--- src/rtl/ic_mem_pkg.sv ---
//============================================================================
// ic_mem_pkg - shared types and data/error helpers for ic_mem_responder.
// Rev 1.0
//============================================================================
`default_nettype none

package ic_mem_pkg;

  localparam int unsigned BUS_SIZE = 32;
  localparam int unsigned AGE_W    = 8;

  typedef struct packed {
    logic [31:0]      addr;
    logic             err;
    logic [AGE_W-1:0] age;
  } ic_mem_resp_t;

  // Upper half is only consumed by 64-bit buses; 32-bit buses truncate it.
  function automatic logic [63:0] ic_mem_data(input logic [31:0] addr,
                                              input logic [31:0] seed);
    return {addr ^ ~seed, addr ^ seed};
  endfunction

  function automatic logic ic_mem_err_hit(input logic [31:0] addr,
                                          input logic [31:0] base,
                                          input logic [31:0] size);
    return (size != 32'd0) && ((addr & ~(size - 32'd1)) == base);
  endfunction

endpackage

`default_nettype wire

--- src/rtl/ic_mem_responder_if.sv ---
//============================================================================
// ic_mem_responder_if - icache fetch bus (req/gnt/rvalid/rdata/err).
// Rev 1.0
//============================================================================
`default_nettype none

interface ic_mem_responder_if #(
  parameter int unsigned BusSize = 32
) ();

  logic               req;
  logic [31:0]        addr;
  logic               gnt;
  logic               rvalid;
  logic [BusSize-1:0] rdata;
  logic               err;

  modport master (
    output req, addr,
    input  gnt, rvalid, rdata, err
  );

  modport slave (
    input  req, addr,
    output gnt, rvalid, rdata, err
  );

endinterface

`default_nettype wire

--- src/rtl/ic_mem_resp_queue.sv ---
//============================================================================
// ic_mem_resp_queue - in-order request FIFO with per-entry age counters.
// Rev 1.0
//============================================================================
`default_nettype none

module ic_mem_resp_queue
  import ic_mem_pkg::*;
#(
  parameter int unsigned Depth       = 4,
  parameter int unsigned RespLatency = 2
) (
  input  logic        clk_i,
  input  logic        rst_i,
  input  logic        push_i,
  input  logic [31:0] push_addr_i,
  input  logic        push_err_i,
  input  logic        pop_i,
  output logic        head_ready_o,
  output logic [31:0] head_addr_o,
  output logic        head_err_o,
  output logic [3:0]  count_o
);

  localparam int unsigned      IdxW     = (Depth > 1) ? $clog2(Depth) : 1;
  localparam logic [AGE_W-1:0] AgeMax   = AGE_W'(RespLatency);
  localparam logic [AGE_W-1:0] AgeReady = AGE_W'(RespLatency - 1);

  // MSB of each pointer is the wrap bit: equal indices + differing wrap = full.
  logic [IdxW:0] wptr_q, rptr_q;
  logic [3:0]    count_q;
  ic_mem_resp_t  mem_q [Depth];
  ic_mem_resp_t  w_head;

  function automatic logic [IdxW:0] ptr_next(input logic [IdxW:0] p);
    if (p[IdxW-1:0] == IdxW'(Depth - 1)) begin
      return {~p[IdxW], {IdxW{1'b0}}};
    end
    return {p[IdxW], p[IdxW-1:0] + 1'b1};
  endfunction

  function automatic ic_mem_resp_t age_step(input ic_mem_resp_t e);
    ic_mem_resp_t r;
    r     = e;
    r.age = (e.age >= AgeMax) ? AgeMax : e.age + 1'b1;
    return r;
  endfunction

  assign w_head       = mem_q[rptr_q[IdxW-1:0]];
  assign head_addr_o  = w_head.addr;
  assign head_err_o   = w_head.err;
  assign head_ready_o = (count_q != 4'd0) && (w_head.age >= AgeReady);
  assign count_o      = count_q;

  always_ff @(posedge clk_i or posedge rst_i) begin
    if (rst_i) begin
      wptr_q  <= '0;
      rptr_q  <= '0;
      count_q <= '0;
      for (int i = 0; i < Depth; i++) begin
        mem_q[i] <= '0;
      end
    end else begin
      for (int i = 0; i < Depth; i++) begin
        mem_q[i] <= age_step(mem_q[i]);
      end
      if (push_i) begin
        mem_q[wptr_q[IdxW-1:0]] <= '{addr: push_addr_i, err: push_err_i, age: '0};
        wptr_q                  <= ptr_next(wptr_q);
      end
      if (pop_i) begin
        rptr_q <= ptr_next(rptr_q);
      end
      count_q <= count_q + {3'b000, push_i} - {3'b000, pop_i};
    end
  end

  a_pop_nonempty: assert property (@(posedge clk_i) disable iff (rst_i)
    pop_i |-> (count_q != 4'd0));
  a_push_room: assert property (@(posedge clk_i) disable iff (rst_i)
    push_i |-> (count_q < 4'(Depth)));
  a_ptr_empty: assert property (@(posedge clk_i) disable iff (rst_i)
    (count_q == 4'd0) == (wptr_q == rptr_q));

endmodule

`default_nettype wire

--- src/rtl/ic_mem_responder.sv ---
//============================================================================
// ic_mem_responder - memory end of the icache fetch bus; returns in-order,
// address-derived data after a fixed latency, with an error window. Rev 1.0
//============================================================================
`default_nettype none

module ic_mem_responder
  import ic_mem_pkg::*;
#(
  parameter int unsigned BusSize        = BUS_SIZE,
  parameter int unsigned MaxOutstanding = 4,
  parameter int unsigned RespLatency    = 2,
  parameter logic [31:0] DataSeed       = 32'hA5A5_5A5A,
  parameter logic [31:0] ErrBase        = 32'hFFFF_0000,
  parameter logic [31:0] ErrSize        = 32'h0000_1000
) (
  input  logic                clk_i,
  input  logic                rst_i,
  ic_mem_responder_if.slave   bus,
  input  logic                gnt_stall_i,
  input  logic                resp_stall_i,
  output logic [3:0]          outstanding_o,
  output logic                busy_o
);

  localparam logic [31:0] AlignMask = 32'(BusSize / 8 - 1);

  if (BusSize != 32 && BusSize != 64) begin : g_bad_bus_size
    $error("ic_mem_responder: BusSize must be 32 or 64");
  end
  if (MaxOutstanding < 1 || MaxOutstanding > 8) begin : g_bad_depth
    $error("ic_mem_responder: MaxOutstanding must be 1..8");
  end
  if (RespLatency < 1 || RespLatency > 255) begin : g_bad_latency
    $error("ic_mem_responder: RespLatency must be 1..255");
  end
  if (ErrSize != 0 && (ErrBase & (ErrSize - 32'd1)) != 0) begin : g_bad_err_base
    $error("ic_mem_responder: ErrBase must be aligned to ErrSize");
  end

  logic               w_gnt, w_accept, w_pop, w_push_err;
  logic               w_head_ready, w_head_err;
  logic [31:0]        w_head_addr;
  logic [3:0]         w_count;
  logic               rvalid_q, rvalid_d;
  logic               err_q, err_d;
  logic [BusSize-1:0] rdata_q, rdata_d;

  // Grant looks only at registered occupancy, so a same-cycle pop never frees a slot.
  assign w_gnt      = bus.req & ~gnt_stall_i & (w_count < 4'(MaxOutstanding));
  assign w_accept   = bus.req & w_gnt;
  assign w_push_err = ic_mem_err_hit(bus.addr, ErrBase, ErrSize);
  assign w_pop      = w_head_ready & ~resp_stall_i;

  ic_mem_resp_queue #(
    .Depth       (MaxOutstanding),
    .RespLatency (RespLatency)
  ) u_queue (
    .clk_i        (clk_i),
    .rst_i        (rst_i),
    .push_i       (w_accept),
    .push_addr_i  (bus.addr),
    .push_err_i   (w_push_err),
    .pop_i        (w_pop),
    .head_ready_o (w_head_ready),
    .head_addr_o  (w_head_addr),
    .head_err_o   (w_head_err),
    .count_o      (w_count)
  );

  always_comb begin
    rvalid_d = w_pop;
    err_d    = w_pop & w_head_err;
    rdata_d  = '0;
    if (w_pop && !w_head_err) begin
      rdata_d = BusSize'(ic_mem_data(w_head_addr, DataSeed));
    end
  end

  always_ff @(posedge clk_i or posedge rst_i) begin
    if (rst_i) begin
      rvalid_q <= 1'b0;
      err_q    <= 1'b0;
      rdata_q  <= '0;
    end else begin
      rvalid_q <= rvalid_d;
      err_q    <= err_d;
      rdata_q  <= rdata_d;
    end
  end

  assign bus.gnt       = w_gnt;
  assign bus.rvalid    = rvalid_q;
  assign bus.err       = err_q;
  assign bus.rdata     = rdata_q;
  assign outstanding_o = w_count;
  assign busy_o        = (w_count != 4'd0);

  a_no_empty_pop: assert property (@(posedge clk_i) disable iff (rst_i)
    w_pop |-> (w_count != 4'd0));
  a_addr_aligned: assert property (@(posedge clk_i) disable iff (rst_i)
    w_accept |-> ((bus.addr & AlignMask) == 32'd0));

endmodule

`default_nettype wire

--- src/flat_wrapper.sv ---
// flat-port wrapper written by rule: the top's interface ports become plain ports
module ic_mem_responder_flat import ic_mem_pkg::*;
#(
  parameter int unsigned BusSize        = BUS_SIZE,
  parameter int unsigned MaxOutstanding = 4,
  parameter int unsigned RespLatency    = 2,
  parameter logic [31:0] DataSeed       = 32'hA5A5_5A5A,
  parameter logic [31:0] ErrBase        = 32'hFFFF_0000,
  parameter logic [31:0] ErrSize        = 32'h0000_1000
)
  (clk_i, rst_i, gnt_stall_i, resp_stall_i, outstanding_o, busy_o, bus_req, bus_addr, bus_gnt, bus_rvalid, bus_rdata, bus_err);
  ic_mem_responder_if #(.BusSize(BusSize)) bus_i ();
  input  logic clk_i;
  input  logic rst_i;
  input  logic gnt_stall_i;
  input  logic resp_stall_i;
  output logic [3:0] outstanding_o;
  output logic busy_o;
  input wire logic [$bits(bus_i.req)-1:0] bus_req;
  input wire logic [$bits(bus_i.addr)-1:0] bus_addr;
  output wire logic [$bits(bus_i.gnt)-1:0] bus_gnt;
  output wire logic [$bits(bus_i.rvalid)-1:0] bus_rvalid;
  output wire logic [$bits(bus_i.rdata)-1:0] bus_rdata;
  output wire logic [$bits(bus_i.err)-1:0] bus_err;
  assign bus_i.req = bus_req;
  assign bus_i.addr = bus_addr;
  assign bus_gnt = bus_i.gnt;
  assign bus_rvalid = bus_i.rvalid;
  assign bus_rdata = bus_i.rdata;
  assign bus_err = bus_i.err;
  ic_mem_responder #(.BusSize(BusSize), .MaxOutstanding(MaxOutstanding), .RespLatency(RespLatency), .DataSeed(DataSeed), .ErrBase(ErrBase), .ErrSize(ErrSize)) u_core (.clk_i(clk_i), .rst_i(rst_i), .bus(bus_i), .gnt_stall_i(gnt_stall_i), .resp_stall_i(resp_stall_i), .outstanding_o(outstanding_o), .busy_o(busy_o));
endmodule
--- config.mk ---
export PLATFORM = sky130hd
export DESIGN_NAME = ic_mem_responder_flat
export DESIGN_NICKNAME = d
export VERILOG_FILES = /design/src/rtl/ic_mem_pkg.sv /design/src/rtl/ic_mem_responder_if.sv /design/src/rtl/ic_mem_resp_queue.sv /design/src/rtl/ic_mem_responder.sv /design/src/flat_wrapper.sv
export SDC_FILE = /design/constraint.sdc
export NUM_CORES = 1
export LEC_CHECK = 0
export CAP_MARGIN = 40
export CORE_MARGIN = 3
export CORE_UTILIZATION = 45
export CTS_CLUSTER_DIAMETER = 120
export DETAILED_ROUTE_END_ITERATION = 10
export RECOVER_POWER = 50
export SYNTH_ARGS = -nofsm -noshare
export SYNTH_HDL_FRONTEND = slang
export SYNTH_SLANG_ARGS = --single-unit
--- constraint.sdc ---
create_clock -name clk_i -period 9.45 [get_ports clk_i]
set_input_delay 2.3625 -clock clk_i [delete_from_list [all_inputs] [get_ports clk_i]]
set_output_delay 2.3625 -clock clk_i [all_outputs]
set_load 0.005 [all_outputs]
==> impl_results.md <==
- Combinational family with the most area after synthesis: multiplexers
- Syn avg cell area: 15.6 um2
- Final period demand of the worst path: 6.13 ns
- CTS tree: built
- # setup viols final: 0
- Critical Path Fanout Max: ~70
- Clk sinks: between 200 and 250
- NumNets Final: approximately 700
- Port bufs: 76
- Fin crit share: 0.649
- Status: complete, but fails checks
- CP Launch Type: primary input
- Leakage: roughly 4.7 nW
- Clk slew on worst S/H paths: 0.06 ns
- Synth unique cells: 38
- Setup CP Type: in2async
- Post-synthesis xor/xnor area fraction: 0.00621
- Main synth FF type: dfrtp_1
- Post-synthesis mux area share: 0.259
- Cts hold-fix bufs: 0
- Synth Cell Area: about 8500 um2
- Clock Skews: ~0.0094 ns
- Hold Crit Depth: 1
- Die Span Y: around 140 um
- Worst hold-check path type: reg2reg
- Max-slew violations: about 230
- Synth area leaders: dfrtp_1 61%, mux2_2 17%, mux4_2 8.8%
- DP Wirelength: ~10 mm
- Final ANT Viol Nets: 0
- Hold slack final: 0.462 ns
- Share of layout cells above drive strength 1: 0.345
- # rows: 49
- Top-area cell type share of the netlist area: 0.609
- Num CTS Buffers: 23
- Synth Area in Compound Gates: 0.0177
- Failing checks: max-capacitance violations, max-slew violations
- Setup bufs post-CTS: 0
- Fmax: between 0.15 and 0.2 GHz
- Post-Syn Instances: between 500 and 600
- First-pass GRT wire length: ~28 mm
- Post-synth EDFFs: 0
- Synth Area in Simple Gates: 0.0550
- Initial antenna violation count: 0
- CP arrival: 5.90 ns
- Max cap viols: 3
- Residual DRC: 0
- Flops & latches, synth: between 200 and 250
- Final hold viol count: 0
- Post-synth ARST share: 1.00
- I/O pin total: 77
- Fin Setup TNS: 0 ns
- Slew Limit Headroom: -1.42
- Clk root buf: clkbuf_16
- Largest net degree at the start of global routing: 130
- Tot Pwr: 3.15 mW
- Clk_lat worst skew: roughly 0.50 ns
- Vias per inst: around 5.2
- Post-Synth Adder-Cell Area: 0.0290
- Placer Congestion: approximately 0.74
- Htree depth: 1
- Critical Path RT: around 9 ns
- Core ar.: 18200 um2
- Vias in the first global route: roughly 5.2k
- Worst VDD drop: 0.000147 V
- N_diodes: 0
- R2R depth: 5
- Yosys warns: 0
- Vias: 4678
- Yosys top cell by area: dfrtp_1
- Bufs on Longest Clock Path: 3
- PostCTS Resize Cnt: 0
- Post-synthesis sequential area ratio: 0.609
- Drt pass-1 iters: 4
- PwrDens: roughly 310 nW/um2
- Initial Utilization: 0.465
- Die ar.: between 20000 and 25000 um2
- RSZ-0062 raised after global routing: false
- Post-route cell area: approximately 10000 um2
- Worst Tran Pin Value: around 3.6 ns
- Total Wirelength: ~17 mm
- Gr usage total: 0.171
- Total gr overflow: 0
- Dpl cell area: 9580 um2
- Type of destination of the critical path: asynchronous set/reset pin
- Layout area overhead: 21.5%
- DR iter-0 viols: roughly 190
- Avg WL per Cell: 18.8 um
- Die width: 143 um
-- path summary, 6_finish.rpt --
kind,startpoint,end,slack (ns)
min in group asynchronous,rst_i,u_core.u_queue.mem_q[92],2.35
max in group clk_i,bus_req,bus_gnt,3.54
max,rst_i,u_core.u_queue.mem_q[31],3.32
min reg2reg,u_core.u_queue.mem_q[82],u_core.u_queue.mem_q[82],0.46
min,u_core.u_queue.mem_q[82],u_core.u_queue.mem_q[82],0.46
max reg2reg,u_core.u_queue.rptr_q[0],u_core.bus.rdata[18],6.11
-- power by group --
part	internal (mW)	leakage, nW	switching [mW]
sequential	1.20	2.62	0.172
clock	0.532	0.376	0.343
combinational	0.580	1.67	0.324
-- registers in the layout (all words and copies together) (netlist names) --
name,flops
u_core.bus.rvalid,1
u_core.u_queue.rptr_q,2
u_core.u_queue.count_o,4
u_core.bus.rdata,32
u_core.bus.err,1
u_core.u_queue.wptr_q,2
u_core.u_queue.mem_q,164
-- cell type report --
type                            count  area, um2
Timing Repair Buffer               84        852
Inverter                           18       68.8
Sequential cell                   206       5160
Clock inverter                     10        100
Clock buffer                       31        646
Multi-Input combinational cell    315       3170
Fill cell                        1458       7930
Tap cell                          229        287
-- metrics by stage --
step,util,instances,setup slack [ns]
floorplan,-,562,1.46
global placement,0.521,848,3.60
detailed placement,0.526,852,3.59
CTS,0.567,893,3.59
global route,0.565,893,2.47
finish,0.565,893,3.32
-- kinds of logic after synthesis --
kind of cell / Yosys count
compound gates: 20
xor+xnor: 6
fa+ha+maj: 19
buf+inv: 41
flops: 206
mux: 162
other cells: 1
simple gates: 88
-- worst max-delay path: stages --
cell and delay (ns):
dlygate4sd3_1 0.55, clkinvlp_2 0.35, clkbuf_1 2.59
-- routing by layer --
metal  global-route usage  part of all wire  routed length, um
met1                0.228              0.45               7520
met2                0.294              0.50               8340
met3               0.0298             0.035                586
met4               0.0395             0.020                337
met5                    0                 0                  0
-- synthesized netlist by cell type (2+ instances only) --
cell type  number
clkbuf_1        4
nand2_2         4
a21oi_1         2
nor3_1          5
nand4_1         4
xnor2_1         5
a21boi_0        4
buf_6           3
mux2_2        129
dfrtp_1       206
mux4_2         33
nor4_1          4
ha_1           18
o21ai_0         7
inv_1          18
buf_2          15
nor2b_1         2
nand2_1        16
nor2_1         32
nor2b_2        14
-- layout by cell type (no fill, tap or decap), types with 7 or more instances in the layout --
cell type,synthesis,routed
dfrtp_1,206,204
mux2_2,129,129
clkdlybuf4s50_1,0,73
nor2_1,32,33
mux4_2,33,33
clkbuf_16,0,23
conb_1,1,20
ha_1,18,18
inv_1,18,17
nand2_1,16,16
nor2b_2,14,14
clkinv_2,0,8
o21ai_0,7,7
Note: power is estimated with default switching activity, not from simulation.
